<file path="src/rtl/mem_bus_arbiter_if.sv">
// Cache-side and memory-bus-side signals of the refill arbiter.
// master: the arbiter's view. slave: the environment's view (caches and bus).
interface mem_bus_arbiter_if #(
  parameter int BUS_DATA_WIDTH = 64,
  parameter int BUS_TAG_WIDTH  = 13
);
  logic                      ic_req;
  logic [BUS_DATA_WIDTH-1:0] ic_addr;
  logic [BUS_TAG_WIDTH-1:0]  ic_tag;
  logic                      ic_grant;
  logic                      ic_resp_valid;
  logic [BUS_DATA_WIDTH-1:0] ic_resp_data;
  logic                      ic_done;

  logic                      dc_req;
  logic [BUS_DATA_WIDTH-1:0] dc_addr;
  logic [BUS_TAG_WIDTH-1:0]  dc_tag;
  logic                      dc_grant;
  logic                      dc_resp_valid;
  logic [BUS_DATA_WIDTH-1:0] dc_resp_data;
  logic                      dc_done;

  logic                      bus_req;
  logic [BUS_DATA_WIDTH-1:0] bus_reqaddr;
  logic [BUS_TAG_WIDTH-1:0]  bus_reqtag;
  logic                      bus_reqack;
  logic                      bus_respcyc;
  logic [BUS_DATA_WIDTH-1:0] bus_resp;
  logic [BUS_TAG_WIDTH-1:0]  bus_resptag;
  logic                      bus_respack;

  modport master (
    input  ic_req, ic_addr, ic_tag,
    output ic_grant, ic_resp_valid, ic_resp_data, ic_done,
    input  dc_req, dc_addr, dc_tag,
    output dc_grant, dc_resp_valid, dc_resp_data, dc_done,
    output bus_req, bus_reqaddr, bus_reqtag,
    input  bus_reqack, bus_respcyc, bus_resp, bus_resptag,
    output bus_respack
  );

  modport slave (
    output ic_req, ic_addr, ic_tag,
    input  ic_grant, ic_resp_valid, ic_resp_data, ic_done,
    output dc_req, dc_addr, dc_tag,
    input  dc_grant, dc_resp_valid, dc_resp_data, dc_done,
    input  bus_req, bus_reqaddr, bus_reqtag,
    output bus_reqack, bus_respcyc, bus_resp, bus_resptag,
    input  bus_respack
  );
endinterface

</file>
<file path="src/rtl/mem_bus_arbiter.sv">
// Memory bus arbiter for I-cache / D-cache line refills.
// One requester owns the bus from grant until its line (BEATS beats) is done.
// Build option: define ARB_DCACHE_PRIORITY_EN for fixed D-cache priority;
// otherwise the two caches alternate round-robin when both request.
//
// state | meaning
// IDLE  | no owner; pick a requester and latch its address/tag
// REQ   | bus_req driven with latched address/tag until bus_reqack
// RESP  | forward response beats to the owner, count them
// DONE  | one-cycle done pulse to the owner, then release
module mem_bus_arbiter #(
  parameter int BUS_DATA_WIDTH = 64,
  parameter int BUS_TAG_WIDTH  = 13,
  parameter int BEATS          = 8
) (
  input  logic                clk,
  input  logic                reset,
  mem_bus_arbiter_if.master   arb
);

  localparam int CW = (BEATS > 1) ? $clog2(BEATS) : 1;
  localparam logic [CW-1:0] LAST_BEAT = CW'(BEATS - 1);

  typedef enum logic [1:0] {IDLE, REQ, RESP, DONE} state_t;

  state_t                    state, state_nxt;
  logic                      owner, owner_nxt;   // 0 = I-cache, 1 = D-cache
  logic                      ptr, ptr_nxt;       // preferred requester on a tie
  logic [CW-1:0]             cnt, cnt_nxt;
  logic [BUS_DATA_WIDTH-1:0] addr_q, addr_nxt;
  logic [BUS_TAG_WIDTH-1:0]  tag_q, tag_nxt;
  logic                      pick_dc;

  // Response tag is not used for routing; only the latched owner matters.
  logic unused_ok;
  assign unused_ok = ^{arb.bus_resptag, ptr};

  // State and latched transaction registers.
  always_ff @(posedge clk) begin
    if (reset) begin
      state  <= IDLE;
      owner  <= 1'b0;
      ptr    <= 1'b0;
      cnt    <= '0;
      addr_q <= '0;
      tag_q  <= '0;
    end else begin
      state  <= state_nxt;
      owner  <= owner_nxt;
      ptr    <= ptr_nxt;
      cnt    <= cnt_nxt;
      addr_q <= addr_nxt;
      tag_q  <= tag_nxt;
    end
  end

  // Next-state, arbitration and output decode.
  always_comb begin
    state_nxt         = state;
    owner_nxt         = owner;
    ptr_nxt           = ptr;
    cnt_nxt           = cnt;
    addr_nxt          = addr_q;
    tag_nxt           = tag_q;
    pick_dc           = 1'b0;

    arb.ic_grant      = 1'b0;
    arb.ic_resp_valid = 1'b0;
    arb.ic_resp_data  = '0;
    arb.ic_done       = 1'b0;
    arb.dc_grant      = 1'b0;
    arb.dc_resp_valid = 1'b0;
    arb.dc_resp_data  = '0;
    arb.dc_done       = 1'b0;
    arb.bus_req       = 1'b0;
    arb.bus_reqaddr   = '0;
    arb.bus_reqtag    = '0;
    arb.bus_respack   = 1'b0;

    // Grant is held from the REQ cycle through the DONE cycle.
    if (state != IDLE) begin
      arb.ic_grant = ~owner;
      arb.dc_grant = owner;
    end

    case (state)
      IDLE: begin
        if (arb.ic_req || arb.dc_req) begin
`ifdef ARB_DCACHE_PRIORITY_EN
          pick_dc = arb.dc_req;
`else
          pick_dc = arb.dc_req && (!arb.ic_req || ptr);
`endif
          owner_nxt = pick_dc;
          addr_nxt  = pick_dc ? arb.dc_addr : arb.ic_addr;
          tag_nxt   = pick_dc ? arb.dc_tag  : arb.ic_tag;
          state_nxt = REQ;
        end
      end

      REQ: begin
        arb.bus_req     = 1'b1;
        arb.bus_reqaddr = addr_q;
        arb.bus_reqtag  = tag_q;
        if (arb.bus_reqack) begin
          cnt_nxt   = '0;
          state_nxt = RESP;
        end
      end

      RESP: begin
        arb.bus_respack = arb.bus_respcyc;
        if (owner) begin
          arb.dc_resp_valid = arb.bus_respcyc;
          arb.dc_resp_data  = arb.bus_resp;
        end else begin
          arb.ic_resp_valid = arb.bus_respcyc;
          arb.ic_resp_data  = arb.bus_resp;
        end
        if (arb.bus_respcyc) begin
          cnt_nxt = cnt + CW'(1);
          if (cnt == LAST_BEAT) state_nxt = DONE;
        end
      end

      DONE: begin
        arb.ic_done = ~owner;
        arb.dc_done = owner;
`ifdef ARB_DCACHE_PRIORITY_EN
        ptr_nxt = 1'b0;
`else
        ptr_nxt = ~owner;
`endif
        state_nxt = IDLE;
      end

      default: state_nxt = IDLE;
    endcase
  end

endmodule

</file>
<file path="src/flat_wrapper.sv">
// flat-port wrapper written by rule: the top's interface ports become plain ports
module mem_bus_arbiter_flat 
#(
  parameter int BUS_DATA_WIDTH = 64,
  parameter int BUS_TAG_WIDTH  = 13,
  parameter int BEATS          = 8
)
  (clk, reset, arb_ic_req, arb_ic_addr, arb_ic_tag, arb_ic_grant, arb_ic_resp_valid, arb_ic_resp_data, arb_ic_done, arb_dc_req, arb_dc_addr, arb_dc_tag, arb_dc_grant, arb_dc_resp_valid, arb_dc_resp_data, arb_dc_done, arb_bus_req, arb_bus_reqaddr, arb_bus_reqtag, arb_bus_reqack, arb_bus_respcyc, arb_bus_resp, arb_bus_resptag, arb_bus_respack);
  mem_bus_arbiter_if #(.BUS_DATA_WIDTH(BUS_DATA_WIDTH), .BUS_TAG_WIDTH(BUS_TAG_WIDTH)) arb_i ();
  input  logic clk;
  input  logic reset;
  input wire logic [$bits(arb_i.ic_req)-1:0] arb_ic_req;
  input wire logic [$bits(arb_i.ic_addr)-1:0] arb_ic_addr;
  input wire logic [$bits(arb_i.ic_tag)-1:0] arb_ic_tag;
  output wire logic [$bits(arb_i.ic_grant)-1:0] arb_ic_grant;
  output wire logic [$bits(arb_i.ic_resp_valid)-1:0] arb_ic_resp_valid;
  output wire logic [$bits(arb_i.ic_resp_data)-1:0] arb_ic_resp_data;
  output wire logic [$bits(arb_i.ic_done)-1:0] arb_ic_done;
  input wire logic [$bits(arb_i.dc_req)-1:0] arb_dc_req;
  input wire logic [$bits(arb_i.dc_addr)-1:0] arb_dc_addr;
  input wire logic [$bits(arb_i.dc_tag)-1:0] arb_dc_tag;
  output wire logic [$bits(arb_i.dc_grant)-1:0] arb_dc_grant;
  output wire logic [$bits(arb_i.dc_resp_valid)-1:0] arb_dc_resp_valid;
  output wire logic [$bits(arb_i.dc_resp_data)-1:0] arb_dc_resp_data;
  output wire logic [$bits(arb_i.dc_done)-1:0] arb_dc_done;
  output wire logic [$bits(arb_i.bus_req)-1:0] arb_bus_req;
  output wire logic [$bits(arb_i.bus_reqaddr)-1:0] arb_bus_reqaddr;
  output wire logic [$bits(arb_i.bus_reqtag)-1:0] arb_bus_reqtag;
  input wire logic [$bits(arb_i.bus_reqack)-1:0] arb_bus_reqack;
  input wire logic [$bits(arb_i.bus_respcyc)-1:0] arb_bus_respcyc;
  input wire logic [$bits(arb_i.bus_resp)-1:0] arb_bus_resp;
  input wire logic [$bits(arb_i.bus_resptag)-1:0] arb_bus_resptag;
  output wire logic [$bits(arb_i.bus_respack)-1:0] arb_bus_respack;
  assign arb_i.ic_req = arb_ic_req;
  assign arb_i.ic_addr = arb_ic_addr;
  assign arb_i.ic_tag = arb_ic_tag;
  assign arb_ic_grant = arb_i.ic_grant;
  assign arb_ic_resp_valid = arb_i.ic_resp_valid;
  assign arb_ic_resp_data = arb_i.ic_resp_data;
  assign arb_ic_done = arb_i.ic_done;
  assign arb_i.dc_req = arb_dc_req;
  assign arb_i.dc_addr = arb_dc_addr;
  assign arb_i.dc_tag = arb_dc_tag;
  assign arb_dc_grant = arb_i.dc_grant;
  assign arb_dc_resp_valid = arb_i.dc_resp_valid;
  assign arb_dc_resp_data = arb_i.dc_resp_data;
  assign arb_dc_done = arb_i.dc_done;
  assign arb_bus_req = arb_i.bus_req;
  assign arb_bus_reqaddr = arb_i.bus_reqaddr;
  assign arb_bus_reqtag = arb_i.bus_reqtag;
  assign arb_i.bus_reqack = arb_bus_reqack;
  assign arb_i.bus_respcyc = arb_bus_respcyc;
  assign arb_i.bus_resp = arb_bus_resp;
  assign arb_i.bus_resptag = arb_bus_resptag;
  assign arb_bus_respack = arb_i.bus_respack;
  mem_bus_arbiter #(.BUS_DATA_WIDTH(BUS_DATA_WIDTH), .BUS_TAG_WIDTH(BUS_TAG_WIDTH), .BEATS(BEATS)) u_core (.clk(clk), .reset(reset), .arb(arb_i));
endmodule
</file>
<file path="config.mk">
export PLATFORM = sky130hd
export DESIGN_NAME = mem_bus_arbiter_flat
export DESIGN_NICKNAME = d
export VERILOG_FILES = /design/src/rtl/mem_bus_arbiter_if.sv /design/src/rtl/mem_bus_arbiter.sv /design/src/flat_wrapper.sv
export SDC_FILE = /design/constraint.sdc
export NUM_CORES = 1
export LEC_CHECK = 0
export CORE_AREA = 2 2 177 179
export CTS_BUF_LIST = sky130_fd_sc_hd__clkbuf_4 sky130_fd_sc_hd__clkbuf_8
export CTS_CLUSTER_DIAMETER = 120
export DETAILED_ROUTE_END_ITERATION = 8
export DIE_AREA = 0 0 179 181
export PLACE_DENSITY = 0.62
export SYNTH_ARGS = -nofsm -noshare
export SYNTH_HDL_FRONTEND = slang
export SYNTH_SLANG_ARGS = --single-unit
</file>
<file path="constraint.sdc">
create_clock -name clk -period 4.5 [get_ports clk]
set_input_delay 1.125 -clock clk [delete_from_list [all_inputs] [get_ports clk]]
set_output_delay 1.125 -clock clk [all_outputs]
set_load 0.03 [all_outputs]
</file>
---- Word level (Yosys, flattened, before mapping) ----
Index checks and enable logic that the tools add are counted.
operators by class
  bitwise operators ....................... 1
  order comparisons ....................... 0
  muxes and demuxes ....................... 26
  div/mod/pow operators ................... 0
  add/sub/neg operators ................... 1
  reductions and logical operators ........ 10
  shift operators ......................... 0
  equal/unequal tests ..................... 8
  $mul .................................... 0
operators with widths
  cell                                                                    number
  64-bit two-way mux                                                      6
  13-bit two-way mux                                                      2
  1-bit two-way mux                                                       10
  2-bit two-way mux                                                       4
  2-bit one-hot mux with 4 select lines                                   1
  3-bit two-way mux                                                       2
  3-bit one-hot mux with 2 select lines                                   1
  2-bit equality test (second input constant)                             2
  2-bit by 1-bit != test with 1-bit output (second input constant)        2
  2-bit != test (second input constant)                                   2
  4-bit AND reduction                                                     1
  2-bit nonzero test                                                      2
  3-bit by 1-bit adder with 3-bit output (second input constant)          1
  3-bit equality test (second input constant)                             1
  3-bit AND reduction                                                     1
  2-bit by 1-bit equality test with 1-bit output (second input constant)  1
  2-bit logical NOT                                                       1
  1-bit logical OR                                                        2
  2-bit AND reduction                                                     1
  1-bit logical AND                                                       1
  1-bit logical NOT                                                       1
  1-bit inverter                                                          1
storage, ports and cells
  bits in read-only memories .............. 0
  memories kept ........................... 0
  logic and storage cells ................. 52
  RAM bits ................................ 0
  bits of input ports ..................... 237
  output and inout bits ................... 213
  register bits ........................... 84
  latch bits .............................. 0

---- Depth between registers and ports, before layout ----
  depth after elaboration ................. 4
  depth in mapped cells ................... 7
  gate-level depth less buffers ........... 5

---- Worst setup path after synthesis ----
No wires, ideal clock.
  path type ............................... input-to-output
  from .................................... input arb_bus_respcyc
  to ...................................... output arb_dc_resp_valid
  buffers on the path ..................... 1
  required time ........................... 3.375 ns
  path slack .............................. 1.662 ns
  arrival time ............................ 1.713 ns
  stages on the path ...................... 2
  path through ............................ clkbuf_1 -> and3_1
between the ends
  word-level cells in the longest chain between the ends .. 2
RTL lines
  element            line                    text
  from (decl)        flat_wrapper.sv:30      input wire logic [$bits(arb_i.bus_respcyc)-1:0] arb_bus_respcyc;
  1-bit two-way mux  mem_bus_arbiter.sv:113  if (owner) begin
  1-bit two-way mux  mem_bus_arbiter.sv:86   case (state)
  to (decl)          flat_wrapper.sv:23      output wire logic [$bits(arb_i.dc_resp_valid)-1:0] arb_dc_resp_valid;
No other way between the ends.

---- Final worst setup path ----
  from .................................... register u_core.state[0]
  to ...................................... output arb_ic_resp_data[42]
between the ends
  word-level cells in the longest chain between the ends .. 2
RTL lines
  element                 line                   text
  from (decl)             mem_bus_arbiter.sv:26  state_t state, state_nxt;
  from (signal assigned)  mem_bus_arbiter.sv:48  state <= state_nxt;
  2-bit equality test     mem_bus_arbiter.sv:86
  64-bit two-way mux      mem_bus_arbiter.sv:86
  to (decl)               flat_wrapper.sv:17     output wire logic [$bits(arb_i.ic_resp_data)-1:0] arb_ic_resp_data;
No other way between the ends.

==> metrics.txt <==
RePlAce Congestion 0.776; Syn Std Cell Area 5980 um^2; share of cells above drive strength 1 0.114; num rows 64; Startpoint Class register; Worst EP required 3380 ps; Routed WL 25.5 mm; post-DP HPWL 18.2 mm; top-area cell type share of the netlist area 0.281; fin crit share 0.939; residual DRC count 0; vias in the first global route 6471; Crit. End Element primary output; Num CTS Buffers 9; Post-Syn Area per Cell 8.10 um^2; Layout Skew 10.4 ps; drt initial violations 239; synth cell count leaders and2_1 (144), dfxtp_1 (84), nor2_1 (79); post-CTS setup repair buffer count 0; clock root buffer clkbuf_8; clk buf depth 2; P&R area growth vs syn 77.3%; hold_buf cts 0; syn nets 982; most common cell in the synthesized netlist and2_1; Hold Path Class register to register; Worst Max-Slew Pin Slew 918 ps; CP Data Arrival Time 3100 ps; max_slew headroom 0.387; TNS Setup 0 ps; Overflow after GRT 0; worst-path fanout max 37; I/O pin count 450; number of flops mapped to enable cells by yosys 0; Design Area, Final 10600 um^2; Gate Count Post-Synth 738; VDD IR max 260 uV; overall routing resource usage 0.149; CTS tree built; ys async rst share 0; clk sinks 84; Final Hold Viols 0; Max-Cap Viols 0; Seq/Total Area, Yosys 0.281; post-DR wirelength/cell 16.9 um; Finish-stage setup viols 0; vias post-DR 6726; first-pass GRT wire length 37.6 mm; largest net degree at the start of global routing 126; die area 32400 um^2; synth top area cells dfxtp_1 (28%), and2_1 (15%), a311oi_2 (10%), nand3b_1 (9.8%), and3_1 (6.8%); dominant synthesized flop cell dfxtp_1; Synth cell types 32; initial antenna violation count 1; clk_lat worst skew 370 ps; placed cell area 10400 um^2; Worst Setup Path Type register to primary output; Core ar. 30300 um^2; Yosys top cell by area dfxtp_1; Final #Nets 1352; Port Buf Inserts 436; unrepaired setup endpoints after global routing false; Ys Warns 0; Worst-path clk slew 110 ps; fmax 237 MHz; n_diodes 0; DR vias/cell 4.46; status finished clean; initial core utilization 0.197; Routed Antenna Nets 0; PD cells 440 nW/um^2; die width 179 um; Pins Over Slew Limit 0; Yosys reg bits 84; H-tree levels 3; Die Ht 181 um; post-CTS resize count 0; Pleak 4.01 nW; first-pass detailed-route iteration total 4; clock period minus worst slack 4230 ps
-- registers in the layout, summed over array words and instances (netlist names) --
name	flops
u_core.owner	1
u_core.addr_q	64
u_core.tag_q	13
u_core.state	2
u_core.cnt	3
u_core.ptr	1
-- routing by layer --
| layer | GRT usage | up-vias | wire length (um) |
|---|---|---|---|
| li1 | - | 3359 | - |
| met1 | 0.169 | 3067 | 10300 |
| met2 | 0.269 | 274 | 12600 |
| met5 | 0 | - | 0 |
| met4 | 0.0436 | 0 | 526 |
| met3 | 0.0400 | 26 | 2190 |
-- worst max-delay path, stage by stage (launching register included) --
cell             delay, ps
dfxtp_1                340
inv_1                  130
ha_1                   180
inv_1                   70
nor2_2                 700
buf_4                  440
and2_1                 170
clkdlybuf4s50_1        680
-- logic make-up after synthesis --
logic type / Yosys count / synth area share
buffers and inverters: 98 / 0.0802
and+or+nand+nor: 381 / 0.384
DFF: 84 / 0.281
muxes: 1 / 0.00167
adders and majority gates: 7 / 0.0146
AOI/OAI and AO/OA: 167 / 0.239
-- path summary, 6_finish.rpt --
kind                            slack (ps)              endpoint            start  depth (start not counted)
worst max-delay path                   270  arb_ic_resp_data[42]  u_core.state[0]                          7
worst min-delay path                   500       u_core.tag_q[7]  u_core.tag_q[7]                          2
worst max register to register        2500     u_core.addr_q[55]  u_core.state[0]                          6
worst min register to register         500       u_core.tag_q[7]  u_core.tag_q[7]                          2
-- power breakdown --
| part | leakage [nW] | switching, mW | internal (mW) |
|---|---|---|---|
| Sequential | 0.697 | 0.106 | 0.998 |
| Clock | 0.0967 | 0.346 | 0.212 |
| Combinational | 3.21 | 1.79 | 1.21 |
| Total | 4.01 | 2.24 | 2.42 |
-- cell usage in the layout, fill, tap and decap left out, drive strengths merged --
master,count
and3,65
dfxtp,84
clkinv,2
buf,62
a41oi,1
nor2b,8
nor2,79
nand2b,6
clkdlybuf4s50,387
mux2i,1
and2,144
nand3b,78
o21ai,77
ha,7
o32ai,3
a31oi,2
o21ba,1
o21a,2
a21oi,2
a311oi,77
a21boi,1
o2111ai,1
inv,13
or3b,1
clkbuf,9
-- through the flow --
stage	hold WS [ps]	worst slack (ps)	std cells	utilization	total power [mW]
2_1_floorplan	465	1660	738	-	3.11
3_3_place_gp	482	656	1493	0.343	4.13
3_5_place_dp	486	625	1493	0.343	4.16
4_1_cts	500	208	1509	0.349	4.75
5_1_grt	517	54.2	1509	0.349	5.01
6_report	497	273	1509	0.349	4.66
-- final cells by class --
cell class / count / area, um^2
fillers: 3184 / 19800
flip-flops and latches: 84 / 1680
multi-input cells: 556 / 3820
clock buffers: 9 / 124
inverters: 8 / 30.0
repair buffers: 449 / 4390
clock inverters: 7 / 56.3
well taps: 396 / 495
No activity file was read; power rests on OpenSTA's default activity.
